[config.mk]
export PLATFORM = sky130hd
export DESIGN_NAME = spi_slave_responder
export DESIGN_NICKNAME = d
export VERILOG_FILES = /design/src/rtl/spi_pkg.sv /design/src/rtl/spi_sync_edge.sv /design/src/rtl/spi_slave_responder.sv
export SDC_FILE = /design/constraint.sdc
export NUM_CORES = 1
export LEC_CHECK = 0
export BUFFER_PORTS_ARGS = -buffer_cell sky130_fd_sc_hd__buf_2
export CAP_MARGIN = 30
export CORE_MARGIN = 4
export CORE_UTILIZATION = 40
export CTS_BUF_LIST = sky130_fd_sc_hd__clkbuf_8
export DETAILED_ROUTE_END_ITERATION = 10
export GPL_TIMING_DRIVEN = 0
export SETUP_SLACK_MARGIN = 0.05
export SKIP_LAST_GASP = 1
export SLEW_MARGIN = 10
export SYNTH_ARGS = -nofsm -noshare
export SYNTH_HDL_FRONTEND = slang
export SYNTH_SLANG_ARGS = --single-unit
[constraint.sdc]
create_clock -name clk -period 1.9 [get_ports clk]
set_input_delay 0.38 -clock clk [delete_from_list [all_inputs] [get_ports clk]]
set_output_delay 0.38 -clock clk [all_outputs]
set_load 0.02 [all_outputs]
[src/rtl/spi_pkg.sv]
// spi_pkg: shared types and defaults for the SPI slave responder.
//   spi_slv_state_t : responder FSM states
//   DEF_DATA_W      : default frame width
//   DEF_IDLE_PAT    : default response sent when no word was loaded
package spi_pkg;
    typedef enum logic [1:0] {IDLE, SHIFT, DONE, WAIT_CS} spi_slv_state_t;
    localparam int DEF_DATA_W = 12;
    localparam logic [DEF_DATA_W-1:0] DEF_IDLE_PAT = 12'hFFF;
endpackage

[src/rtl/spi_sync_edge.sv]
// spi_sync_edge: 2-FF synchronizer plus a third stage for edge detection.
//   clk, rst_n : system clock, async active-low reset (chain resets to RST_VAL)
//   din        : asynchronous input pin
//   level      : synchronized level (2 clk latency)
//   rise, fall : one-clk pulses on synchronized edges
module spi_sync_edge #(
    parameter logic RST_VAL = 1'b0
) (
    input  logic clk,
    input  logic rst_n,
    input  logic din,
    output logic level,
    output logic rise,
    output logic fall
);
    logic [2:0] sr;
    always_ff @(posedge clk or negedge rst_n)
        if (!rst_n) sr <= {3{RST_VAL}};
        else        sr <= {sr[1:0], din};
    assign level = sr[1];
    assign rise  = sr[1] & ~sr[2];
    assign fall  = ~sr[1] & sr[2];
endmodule

[src/rtl/spi_slave_responder.sv]
// spi_slave_responder: oversampled SPI slave (CPOL=0, LSB first) with load/receive handshake.
//   clk, rst_n          : system clock, async active-low reset
//   sclk, cs, mosi      : SPI pins from the master (async to clk, cs active low)
//   miso, miso_oe       : slave data out and its enable (high while a frame is active)
//   tx_data/valid/ready : response word load handshake (one-word buffer)
//   rx_data, rx_valid   : last received word and its completion pulse
//   underrun, frame_err : pulses for "no word loaded" and "cs rose early"
//   frame_cnt           : completed-frame counter, present only with SPI_FRAME_CNT_EN defined
module spi_slave_responder
    import spi_pkg::*;
#(
    parameter int                DATA_W   = DEF_DATA_W,
    parameter logic [DATA_W-1:0] IDLE_PAT = DEF_IDLE_PAT
) (
    input  logic              clk,
    input  logic              rst_n,
    input  logic              sclk,
    input  logic              cs,
    input  logic              mosi,
    output logic              miso,
    output logic              miso_oe,
    input  logic [DATA_W-1:0] tx_data,
    input  logic              tx_valid,
    output logic              tx_ready,
    output logic [DATA_W-1:0] rx_data,
    output logic              rx_valid,
    output logic              underrun,
    output logic              frame_err
`ifdef SPI_FRAME_CNT_EN
    ,
    output logic [15:0]       frame_cnt
`endif
);
    localparam int CW = $clog2(DATA_W + 1);
    spi_slv_state_t    state, state_nx;
    logic              sclk_unused, sclk_rise, sclk_fall;
    logic              cs_lvl, cs_rise, cs_fall;
    logic [1:0]        mosi_sr;
    logic [DATA_W-1:0] tx_buf, shift_tx, shift_rx;
    logic              full, load, start, last_rise;
    logic [CW-1:0]     count;

    spi_sync_edge #(.RST_VAL(1'b0)) u_sclk (
        .clk(clk), .rst_n(rst_n), .din(sclk),
        .level(sclk_unused), .rise(sclk_rise), .fall(sclk_fall)
    );
    spi_sync_edge #(.RST_VAL(1'b1)) u_cs (
        .clk(clk), .rst_n(rst_n), .din(cs),
        .level(cs_lvl), .rise(cs_rise), .fall(cs_fall)
    );

    // mosi only needs its level, so a bare 2-FF chain is enough
    always_ff @(posedge clk or negedge rst_n)
        if (!rst_n) mosi_sr <= 2'b00;
        else        mosi_sr <= {mosi_sr[0], mosi};

    assign tx_ready  = !full;
    assign load      = tx_valid && tx_ready;
    assign start     = (state == IDLE) && cs_fall;
    assign last_rise = (state == SHIFT) && sclk_rise && (count == CW'(DATA_W - 1));

    always_ff @(posedge clk or negedge rst_n)
        if (!rst_n) state <= IDLE;
        else        state <= state_nx;

    // a final sclk rise wins over a simultaneous cs rise; WAIT_CS leaves on the cs level
    // so a cs rise that landed during DONE is not lost
    always_comb
        state_nx = (state == IDLE)  ? (cs_fall ? SHIFT : IDLE) :
                   (state == SHIFT) ? (last_rise ? DONE : (cs_rise ? IDLE : SHIFT)) :
                   (state == DONE)  ? WAIT_CS :
                                      (cs_lvl ? IDLE : WAIT_CS);

    always_comb
        miso_oe = (state != IDLE);

    always_ff @(posedge clk or negedge rst_n)
        if (!rst_n) begin
            full      <= 1'b0;
            tx_buf    <= '0;
            shift_tx  <= '0;
            shift_rx  <= '0;
            count     <= '0;
            miso      <= 1'b0;
            rx_data   <= '0;
            rx_valid  <= 1'b0;
            underrun  <= 1'b0;
            frame_err <= 1'b0;
        end else begin
            rx_valid  <= 1'b0;
            underrun  <= 1'b0;
            frame_err <= 1'b0;
            // a load coinciding with frame start is kept for the next frame
            full      <= load || (full && !start);
            if (load) tx_buf <= tx_data;
            if (start) begin
                shift_tx <= full ? tx_buf : IDLE_PAT;
                miso     <= full ? tx_buf[0] : IDLE_PAT[0];
                underrun <= !full;
                count    <= '0;
            end
            if (state == SHIFT && sclk_rise) begin
                shift_rx <= {mosi_sr[1], shift_rx[DATA_W-1:1]};
                count    <= count + 1'b1;
            end
            if (state == SHIFT && sclk_fall && count < CW'(DATA_W)) begin
                shift_tx <= shift_tx >> 1;
                miso     <= shift_tx[1];
            end
            if (state == SHIFT && cs_rise && !last_rise) begin
                frame_err <= 1'b1;
                miso      <= 1'b0;
            end
            if (state == DONE) begin
                rx_data  <= shift_rx;
                rx_valid <= 1'b1;
            end
            if (state == WAIT_CS && cs_lvl) miso <= 1'b0;
        end

`ifdef SPI_FRAME_CNT_EN
    always_ff @(posedge clk or negedge rst_n)
        if (!rst_n)              frame_cnt <= '0;
        else if (state == DONE)  frame_cnt <= frame_cnt + 16'd1;
`endif
endmodule
* Word-level counts from Yosys, hierarchy flattened
Cells that the tools add are included.
** Storage, ports and cells
- Word-level logic and storage cells :: 67
- Input port bits :: 18
- Memories :: 0
- Bits in read-only memories :: 0
- Register bits :: 67
- Latch bits :: 0
- Output and inout port bits :: 18
- RAM bits :: 0
** Cells by class
- Multipliers :: 0
- Mux-type cells :: 20
- Shift operators :: 0
- Reductions and logical operators :: 19
- Add/sub/neg operators :: 1
- $lt $le $gt $ge :: 1
- Eq/ne operators :: 4
- Bitwise gates (word level) :: 8
- Div/mod/pow operators :: 0
** Operators by type and width (count)
- 12-bit 2-to-1 mux :: 3
- 1-bit logical AND :: 10
- 1-bit 2-to-1 mux :: 10
- 2-bit 2-to-1 mux :: 5
- 4-bit 2-to-1 mux :: 2
- 2-bit nonzero test :: 3
- 4-bit by 1-bit adder with 4-bit output, second input constant :: 1
- 1-bit AND :: 4
- 2-bit equality test, second input constant :: 2
- 4-bit equality test, second input constant :: 1
- 4-bit less-than comparator, second input constant :: 1
- 1-bit inverter :: 4
- 4-bit nonzero test :: 1
- 1-bit zero test :: 3
- 2-bit by 1-bit equality test with 1-bit output, second input constant :: 1
- 2-bit zero test :: 1
- 1-bit logical OR :: 1

* Longest topological paths before layout
Gate-level depths: netlist of run 1.
- Depth after elaboration :: 8
- Gate-level depth with buffers :: 6
- Mapped depth without buffers :: 5

* Cells and area by module
A second synthesis of run 1 with hierarchy kept.
** Second synthesis, totals
- Cell total of the unflattened synthesis :: 180
- Area total of the unflattened synthesis :: 2612.5 um2
** By module, submodules not included
- spi_slave_responder :: cells each 170, instances 1, seq. area each 1501.4 um2, area each 2428.6 um2
- spi_sync_edge (u_cs) :: cells each 5, instances 1, seq. area each 78.8 um2, area each 93.8 um2
- spi_sync_edge (u_sclk) :: cells each 5, instances 1, seq. area each 75.1 um2, area each 90.1 um2

* Worst setup path after synthesis of run 1
Ideal clock, no wire load.
- Path kind :: register -> register
- Start :: register state[1]
- End :: register rx_data[0]
- Setup slack :: 0.472 ns
- Cell stages (with the launch flop) :: 5
- Data required time :: 1.775 ns
- Clock period less this slack :: 1.428 ns
- Library setup time :: 0.125 ns
- Arrival :: 1.303 ns
- Buffers on the path :: 2
- Path through :: dfrtp_1 -> buf_4 -> nor2b_1 -> buf_4 -> mux2_2
** On the way
- Longest elaborated chain between the ends :: 1
** RTL lines
- start: declaration :: line spi_slave_responder.sv:35 : spi_slv_state_t state, state_nx;
- start signal: assignment :: line spi_slave_responder.sv:64 : else state <= state_nx;
- 2-bit equality test :: line spi_slave_responder.sv:114 : if (state == DONE) begin
- end signal: assignment :: line spi_slave_responder.sv:115 : rx_data <= shift_rx;
- end: declaration :: line spi_slave_responder.sv:25 : output logic [DATA_W-1:0] rx_data,
No other way between the ends.
A chain may end at the register's enable or synchronous reset.

* Worst setup path after layout of run 1
- Start :: register state[0]
- End :: output miso_oe
** On the way
- Longest elaborated chain between the ends :: 1
** RTL lines
- 2-bit nonzero test :: line spi_slave_responder.sv:75 : miso_oe = (state != IDLE);
- end: declaration :: line spi_slave_responder.sv:21 : output logic miso_oe,
No other way between the ends.

==> out/qor.txt, run 1 <==
status = finished clean
Post-Route Setup TNS = 0 ps
fin crit share = 0.916
antenna violations before repair = 0
Final min period = 1740 ps
Synth Flop Type = dfrtp_1
WL per Instance = 14.3 um
Post-Route WL = 4750 um
Synth Net Count = 223
worst clock skew = 6.37 ps
TritonCTS clock tree = built
LEAKAGE = 1.55 nW
worst hold path class = primary input to register
maxcap violations = 0
initial drt markers = 88
Design Area, Final = 0.00314 sq mm
CP Max Fanout = 10
die area = 0.00790 sq mm
async set-reset flop share out of synthesis = 1.00
CP Class = register to primary output
FF+latch count, synth = 66
GR Overflow Total = 0
Floorplan Core Area = 0.00635 sq mm
final cell count without fillers = 333
1st-pass router iterations = 4
Seq/Total Area, Yosys = 0.632
vias in the first global route = 1712
Post-DP Area = 0.00292 sq mm
Starting Density = 0.412
Avg Vias per Cell = 4.95
Max IR drop VDD = 638 uV
Req. time, crit path = 1520 ps
Post-DP HPWL = 3210 um
cell taking the most area after synthesis = dfrtp_1
Synth area leaders = dfrtp_1, mux2_2, nand2_1
Cell Area, Synth = 0.00262 sq mm
final setup fails = 0
largest net degree at the start of global routing = 55
slowest cell delay on critical path = 410 ps
ratio of cells with drive above 1 in the final layout = 0.359
crit-path leading delay family = flip-flops
most numerous cell in the Yosys netlist = dfrtp_1
H-Tree Depth = 3
Max Slew Vio Count = 0
crit path buf inv count = 2
relative slew slack = 0.701
RSZ-0062 raised after global routing = no
IO Pins = 36
CTS Root Cell = clkbuf_8
GRT Resource Usage Total = 0.142
post-synth top area share = 0.602
Synth top cells by count = dfrtp_1, nand2_1, mux2_2, a221o_1, o21a_1
slowest library cell on the worst path = dfrtp_1
CTS Buf Count = 9
warnings from Yosys = 0
crit path launch type = register
Layout area overhead = 20.1%
clock transition at the registers of the reported paths = 70 ps
Worst-Skew Late Latency = 340 ps
Die Span X = 88.9 um
Fmax = 575 MHz
via count = 1649
Post-synth EDFFs = 0
Bufs on Longest Clock Path = 2
PwrDens = 1270 mW/mm^2
final hold violation count = 0
first-pass GRT wire length = 8400 um
GPL Wtd Cong = 0.764
FILL cells = 548
DRC errors left = 0
clk sinks = 66
# placed instances = 317
Port Buffers = 35
Worst Tran Pin Value = 449 ps
critical path, cell by cell = buf_6 > or2_2 > buf_2
area of the multi-input gates = 895 sq um
Rows = 29
Power, Total = 4.00 mW
Mean Syn Cell Area = 12.8 sq um
antenna viol nets, final = 0
Syn Inst Count = 204
CP endpoint kind = primary output
Die Ht = 88.9 um
WP data arrival = 1360 ps
Distinct cells, synth = 34
antenna cells = 0
register area = 0.00166 sq mm
final-stage net count = 270
## kinds of logic after synthesis
logic type      synth area share
simple gates               0.130
flops                      0.632
compound gates            0.0966
mux                        0.107
buf+inv                   0.0258
xor+xnor                 0.00335
fa+ha+maj                0.00478
## repair_timing
item                                    4_1_cts  5_1_grt
buffers inserted                              0        0
endpoints found under the setup margin        1        0
resized for setup                             0        0
endpoints found under the hold margin        11        0
hold buffers                                  1        0
## layout make-up
cell class / instances / area share
plain buffers: 9 / 0.0179
clock buffers: 9 / 0.0394
clock inverters: 7 / 0.0299
inverters: 2 / 0.00239
multi-input cells: 126 / 0.285
flip-flops and latches: 66 / 0.527
well taps: 77 / 0.0307
repair buffers: 37 / 0.0685
## metrics by stage
stage,hold WS (ps),setup WS (ps),util
global route,121,82.7,0.495
global placement,335,156,0.455
floorplan,84.4,472,-
detailed placement,246,227,0.460
CTS,123,132,0.495
finish,137,159,0.495
## state kept, by name, indices dropped and copies added, names as in the netlist, 2 cells and up
name and count:
shift_rx 12, u_cs.sr 3, mosi_sr 2, shift_tx 11, state 2, tx_buf 12
rx_data 12, count 4, u_sclk.sr 3
## placed cells by master (no fill, tap or decap), drive strengths merged
cell type    count
dfrtp           63
nand2           43
buf             43
mux2            24
clkbuf          11
o21a            10
a221o           10
o21ai            6
nor2             4
nor2b            3
nand3b           3
a21oi            3
nor3             3
dfstp            3
clkinv           3
inv              2
nand4bb          2
nand3            2
bufinv           2
clkinvlp         2
or2              1
nor3b            1
o221ai           1
or4b             1
a21o             1
nor4b            1
nand2b           1
mux2i            1
o31ai            1
and4bb           1
xor2             1
a22o             1
ha               1
dlygate4sd3      1
## power breakdown
| group | switching, mW | internal [mW] |
|---|---|---|
| clock | 0.553 | 0.735 |
| combinational | 0.332 | 0.373 |
| sequential | 0.235 | 1.78 |
## path summary, 6_finish.rpt
path	cells after the start	to	slack [ps]	startpoint
setup / recovery	3	miso_oe	160	state[0]
min in group asynchronous	2	shift_tx[5]	420	rst_n
hold / removal	1	u_cs.sr[0]	140	cs
setup reg to reg	4	rx_data[6]	270	state[1]
hold reg to reg	0	u_sclk.sr[1]	350	u_sclk.sr[0]
max in group asynchronous	3	u_cs.sr[0]	920	rst_n
## worst reg2reg max path, stage by stage (launching register included)
cell,delay [ps]
dfrtp_1,380
buf_4,180
nor2b_1,350
buf_4,260
mux2_2,350
## layer usage
layer	vias up	global-route usage	share of wire
met5	-	0	0
li1	810	-	-
met3	11	0.0452	0.042
met1	800	0.187	0.48
met4	0	0.0659	0.022
met2	28	0.213	0.46
No activity file was read; power rests on OpenSTA's default activity.
==> run 2: changes to the inputs <==
--- a/config.mk
+++ b/config.mk
@@ -14,2 +14,3 @@
 export GPL_TIMING_DRIVEN = 0
+export HOLD_SLACK_MARGIN = 0.02
 export SETUP_SLACK_MARGIN = 0.05
==> constraint.sdc (replaced) <==
create_clock -name clk -period 1.9 [get_ports clk]
set_input_delay 0 -clock clk [delete_from_list [all_inputs] [get_ports clk]]
set_output_delay 0 -clock clk [all_outputs]
set_load 0.02 [all_outputs]
==> run 2 against run 1 <==
  * Routed wire length is 4.3% higher
  * Combinational power up 4.5%
  * Power grew 0.89%
  * Maximum frequency rose by 6.4%
  * Clock skew is 2.3 ps higher
  * Setup slack improved by 110 ps
  * Largest power group unchanged
  * Highest routed layer unchanged
  * Die area unchanged
  * Clock-buffer cell count unchanged
  * Non-clock buffer count up 16
  * Critical endpoint is now rx_data[6]
  * Worst hold slack lost 97 ps
  * Critical path type is now register to register
  * Global-route usage is 0.57 points higher
  * Cell count is 4.8% higher
==> out/qor.txt, run 2 (synthesized netlist as in run 1, its figures left out) <==
relative slew slack = 0.693 (-0.00818)
die area = 0.00790 sq mm (unchanged)
Req. time, crit path = 2120 ps (+600 ps)
Bufs on Longest Clock Path = 2 (unchanged)
post-CTS setup buffer count = 0 (unchanged)
crit path launch type = register
clk sinks = 66 (unchanged)
final setup fails = 0 (unchanged)
CP Max Fanout = 10 (unchanged)
RSZ-0062 raised after global routing = no
Die Span X = 88.9 um (unchanged)
grt peak-use layer = met2
Port Buffers = 35 (unchanged)
Fmax = 611 MHz (+6.4%)
Post-Route Setup TNS = 0 ps (unchanged)
GRT Resource Usage Total = 0.148 (+0.00566)
Final min period = 1640 ps (-105 ps)
worst clock skew = 8.64 ps (+2.27 ps)
Avg Vias per Cell = 4.93 (-0.42%)
H-Tree Depth = 3 (unchanged)
hold slack = 39.9 ps (-97.3 ps)
vias in the first global route = 1793 (+4.7%)
maxcap violations = 0 (unchanged)
clock transition at the registers of the reported paths = 80 ps (about the same)
WL per Instance = 14.2 um (-0.49%)
Pint = 2.91 mW (+0.84%)
Max Slew Vio Count = 0 (unchanged)
TritonCTS clock tree = built
Rows = 29 (unchanged)
1st-pass router iterations = 5 (+1)
Worst Tran Pin Value = 461 ps (+12.3 ps)
final-stage net count = 286 (+5.9%)
Gate power share = 0.183 (+0.007)
slowest library cell on the worst path = dfrtp_1
hold buffers post-CTS = 16 (+15)
grt met3 use = 0.0452 (unchanged)
Floorplan Core Area = 0.00635 sq mm (unchanged)
commonest non-fill, non-tap cells in the layout = dfrtp_1, nand2_1, buf_2
CTS-repair resized insts = 0 (unchanged)
antenna violations before repair = 0 (unchanged)
FILL cells = 536 (-2.2%)
worst hold path class = primary input to async pin
LEAKAGE = 1.61 nW (+4.1%)
Most common cell on crit path = buf_4
Starting Density = 0.412 (unchanged)
CTS Root Cell = clkbuf_8
CP endpoint kind = register
Layout area overhead = 26.0%
Worst-Skew Late Latency = 340 ps (about the same)
via count = 1721 (+4.4%)
WP data arrival = 1860 ps (+500 ps)
biggest regs = rx_data x12, shift_rx x12, tx_buf x12
final cell count without fillers = 349 (+4.8%)
initial drt markers = 97 (+10%)
ratio of cells with drive above 1 in the final layout = 0.338 (-0.0211)
Reg power frac = 0.499 (-0.003)
critical path, cell by cell = buf_4 > nor2b_1 > buf_4 > mux2_2
Die Ht = 88.9 um (unchanged)
Switching Share = 0.280 (+0.000316)
fin crit share = 0.861 (-0.0553)
first-pass GRT wire length = 8750 um (+4.2%)
Post-Route WL = 4950 um (+4.3%)
Clk network pwr share = 0.319 (-0.003)
GPL Wtd Cong = 0.764 (unchanged)
GR Util met2 = 0.223 (+0.0101)
GR met1 Demand/Resource = 0.192 (+0.00478)
slowest cell delay on critical path = 380 ps (-30 ps)
CP Class = register to register
# placed instances = 317 (unchanged)
final core utilization = 0.519 (+0.0242)
Post-DP HPWL = 3210 um (unchanged)
DRC errors left = 0 (unchanged)
final hold violation count = 0 (unchanged)
most common cell after layout, fill and taps aside = dfrtp_1
PwrDens = 1230 mW/mm^2 (-3.8%)
Max IR drop VDD = 638 uV (about the same)
CTS Buf Count = 9 (unchanged)
switching power = 1.13 mW (+1.0%)
antenna viol nets, final = 0 (unchanged)
status = finished clean
GR Overflow Total = 0 (unchanged)
IO Pins = 36 (unchanged)
largest net degree at the start of global routing = 55 (unchanged)
antenna cells = 0 (unchanged)
-- run 2: changes by cell type in the layout (fill, tap and decap cells not counted), sizes merged --
cell / change
dlygate4sd3: +15
clkbuf: +1
-- run 2: per-stage QoR --
step	setup WS (ps)	area [sq um]	total power, mW
floorplan	472	2620	2.52
global placement	249	2890	2.74
detailed placement	227	2920	2.76
CTS	233	3300	4.09
global route	111	3300	4.29
finish	265	3300	4.04
-- run 2: cell type report --
type / count / area (sq um) / share of cell area
Sequential cell: 66 / 1660 / 0.502
Inverter: 2 / 7.51 / 0.00228
Multi-Input combinational cell: 126 / 895 / 0.271
Timing Repair Buffer: 52 / 365 / 0.111
Clock buffer: 9 / 124 / 0.0376
Clock inverter: 7 / 93.8 / 0.0285
Tap cell: 77 / 96.3 / 0.0292
Buffer: 10 / 60.1 / 0.0182
-- run 2: path summary, 6_finish.rpt --
kind / startpoint / end / slack, ps / cells past startpoint
max in group asynchronous: rst_n / u_cs.sr[0] / 1300 / 3
min in group clk: tx_valid / tx_buf[11] / 220 / 3
worst min register to register: u_sclk.sr[0] / u_sclk.sr[1] / 350 / 0
worst max register to register: state[1] / rx_data[6] / 260 / 4
worst min-delay path: rst_n / shift_tx[5] / 40 / 2
worst max-delay path: state[1] / rx_data[6] / 260 / 4
-- run 2: worst max-delay path: cells and delay by family (launching register included) --
family,cells,cell delay [ps]
flip-flops,1,380
AND/OR/NAND/NOR,1,340
multiplexers,1,350
buffers and inverters,2,450
-- run 2: power by group through the flow --
stage / clock network [mW] / logic (mW) / registers (mW)
2_1_floorplan: 0 / 0.538 / 1.98
3_3_place_gp: 0 / 0.700 / 2.04
3_5_place_dp: 0 / 0.728 / 2.03
4_1_cts: 1.32 / 0.751 / 2.01
5_1_grt: 1.39 / 0.836 / 2.07
6_report: 1.29 / 0.737 / 2.01
-- run 2: per-layer routing --
metal  up-vias  wire (um)  share of wire
li1        843          -              -
met1       834       2300           0.46
met2        32       2350           0.47
met3        12        191          0.039
met4         0        114          0.023
met5         -          0              0
==> run 3: changes to the inputs <==
- SETUP_SLACK_MARGIN: 0.05 -> 0.5
==> run 3 against run 2 <==
  * Clock-buffer cell count is 4 higher
  * Largest cell class unchanged
  * First-iteration DRC count is 27% lower
  * Utilization is 3.6 points higher
  * Power is 2.2% lower
  * Routed wire length is 2.3% higher
  * Highest routed layer unchanged
==> out/qor.txt, run 3 (synthesized netlist as in run 1, its figures left out) <==
final hold violation count = 0 (unchanged)
crit path launch type = register
Reg power frac = 0.511 (+0.012)
GR met1 Demand/Resource = 0.188 (-0.00444)
CP endpoint kind = register
grt met3 use = 0.0387 (-0.00645)
CP Class = register to register
first-pass GRT wire length = 8160 um (-6.8%)
worst hold path class = primary input to async pin
Avg Vias per Cell = 4.99 (+1.2%)
initial drt markers = 71 (-27%)
1st-pass router iterations = 5 (unchanged)
Post-Route WL = 5070 um (+2.3%)
CTS Root Cell = clkbuf_8
Max Slew Vio Count = 0 (unchanged)
via count = 1811 (+5.2%)
Post-Route Setup TNS = 0 ps (unchanged)
CP Max Fanout = 3 (-7)
die area = 0.00790 sq mm (unchanged)
LEAKAGE = 1.72 nW (+6.8%)
biggest regs = rx_data x12, shift_rx x12, tx_buf x12
Most common cell on crit path = buf_4
Rows = 29 (unchanged)
vias in the first global route = 1700 (-5.2%)
TritonCTS clock tree = built
antenna cells = 0 (unchanged)
Port Buffers = 35 (unchanged)
antenna viol nets, final = 0 (unchanged)
# placed instances = 317 (unchanged)
grt peak-use layer = met2
Bufs on Longest Clock Path = 2 (unchanged)
Final min period = 1520 ps (-111 ps)
Post-DP Area = 0.00293 sq mm (+0.21%)
Die Ht = 88.9 um (unchanged)
Req. time, crit path = 2120 ps (about the same)
R2R Path Start = state[0]
ratio of cells with drive above 1 in the final layout = 0.406 (+0.0674)
relative slew slack = 0.809 (+0.116)
fin crit share = 0.802 (-0.0584)
Max IR drop VDD = 639 uV (about the same)
Design Area, Final = 0.00352 sq mm (+6.9%)
PwrDens = 1120 mW/mm^2 (-8.5%)
final-stage net count = 301 (+5.2%)
CTS Buf Count = 9 (unchanged)
Pint = 2.85 mW (-2.1%)
IO Pins = 36 (unchanged)
Floorplan Core Area = 0.00635 sq mm (unchanged)
WP data arrival = 1750 ps (-110 ps)
slowest cell delay on critical path = 530 ps (+150 ps)
most common cell after layout, fill and taps aside = dfrtp_1
switching power = 1.10 mW (-2.4%)
WL per Instance = 14.0 um (-1.6%)
GRT Resource Usage Total = 0.137 (-0.0107)
Starting Density = 0.412 (unchanged)
clock transition at the registers of the reported paths = 70 ps (about the same)
RSZ-0062 raised after global routing = yes
maxcap violations = 0 (unchanged)
Layout area overhead = 34.6%
worst clock skew = 4.24 ps (-4.40 ps)
GR Util met2 = 0.196 (-0.0270)
final setup fails = 0 (unchanged)
hold slack = 78.4 ps (+38.6 ps)
largest net degree at the start of global routing = 53 (-3.6%)
Switching Share = 0.280 (-0.000545)
Setup crit start = state[0]
Clk network pwr share = 0.276 (-0.043)
Die Span X = 88.9 um (unchanged)
DRC errors left = 0 (unchanged)
critical path, cell by cell = buf_4 > or4b_4 > buf_4 > a21o_1
Worst Tran Pin Value = 287 ps (-175 ps)
clk sinks = 66 (unchanged)
status = finished clean
slowest library cell on the worst path = or4b_4
GR Overflow Total = 0 (unchanged)
Worst R2R Path Depth = 4 (unchanged)
GPL Wtd Cong = 0.712 (-6.8%)
H-Tree Depth = 3 (unchanged)
Fmax = 656 MHz (+7.3%)
antenna violations before repair = 0 (unchanged)
Worst-Skew Late Latency = 330 ps (about the same)
final cell count without fillers = 363 (+4.0%)
Gate power share = 0.213 (+0.030)
Post-DP HPWL = 3160 um (-1.8%)
commonest non-fill, non-tap cells in the layout = dfrtp_1, nand2_1, buf_2
-- run 3: cell types whose count changed in the layout (fill, tap and decap cells not counted), moves of 2 or more --
cell / change
buf_8: +2
buf_6: +4
bufinv_16: -2
nor2b_1: -2
nor2_4: +3
nor2b_4: +2
clkbuf_4: +3
buf_2: -4
nor2_2: -2
o21ai_0: -2
clkbuf_1: -3
buf_4: +10
clkinvlp_4: -2
clkbuf_8: +4
-- run 3: power by group through the flow --
stage               registers (mW)  clock network (mW)  logic [mW]
floorplan                     1.98                   0       0.538
global placement              2.03                   0       0.697
detailed placement            2.03                   0       0.729
CTS                           2.02                1.13       0.786
global route                  2.06                1.19       0.925
finish                        2.02                1.09       0.842
-- run 3: metal layers --
metal	vias up	share of wire	routed length (um)
li1	883	-	-
met3	8	0.037	190
met4	0	0.022	109
met1	892	0.47	2390
met5	-	0	0
met2	28	0.47	2380
-- run 3: layout make-up --
| cell class | count | area, sq um |
|---|---|---|
| multi-input cells | 127 | 978 |
| well taps | 77 | 96.3 |
| plain buffers | 10 | 95.1 |
| repair buffers | 66 | 502 |
| inverters | 2 | 7.51 |
| clock inverters | 2 | 10.0 |
| clock buffers | 13 | 179 |
| fillers | 530 | 2830 |
| flip-flops and latches | 66 | 1660 |
-- run 3: path summary, 6_finish.rpt --
| path | to | slack, ps |
|---|---|---|
| max in group asynchronous | u_cs.sr[0] | 1260 |
| min | rx_data[11] | 80 |
| min reg2reg | mosi_sr[1] | 350 |
| max | full | 380 |
| min in group clk | tx_buf[0] | 130 |
| max reg2reg | full | 380 |
-- run 3: worst max-delay path, delay by kind of cell, from the launching register on --
family / cells / cell delay (ps)
and+or+nand+nor: 1 / 530
DFF: 1 / 390
buffers and inverters: 2 / 320
AOI/OAI and AO/OA: 1 / 170
-- run 3: per-stage QoR --
| step | setup WS [ps] | total power, mW | utilization |
|---|---|---|---|
| floorplan | 488 | 2.52 | - |
| global placement | 283 | 2.72 | 0.456 |
| detailed placement | 260 | 2.76 | 0.461 |
| CTS | 404 | 3.93 | 0.530 |
| global route | 327 | 4.17 | 0.555 |
| finish | 376 | 3.95 | 0.555 |
-- run 3: timing repair --
action / CTS / global route
hold endpoints to repair: 78 / 0
resized for setup: 12 / 23
gates cloned: 1 / 1
setup endpoints to repair: 46 / 47
buffers inserted: 6 / 7
hold buffers: 16 / 0
pin swaps: 3 / 7
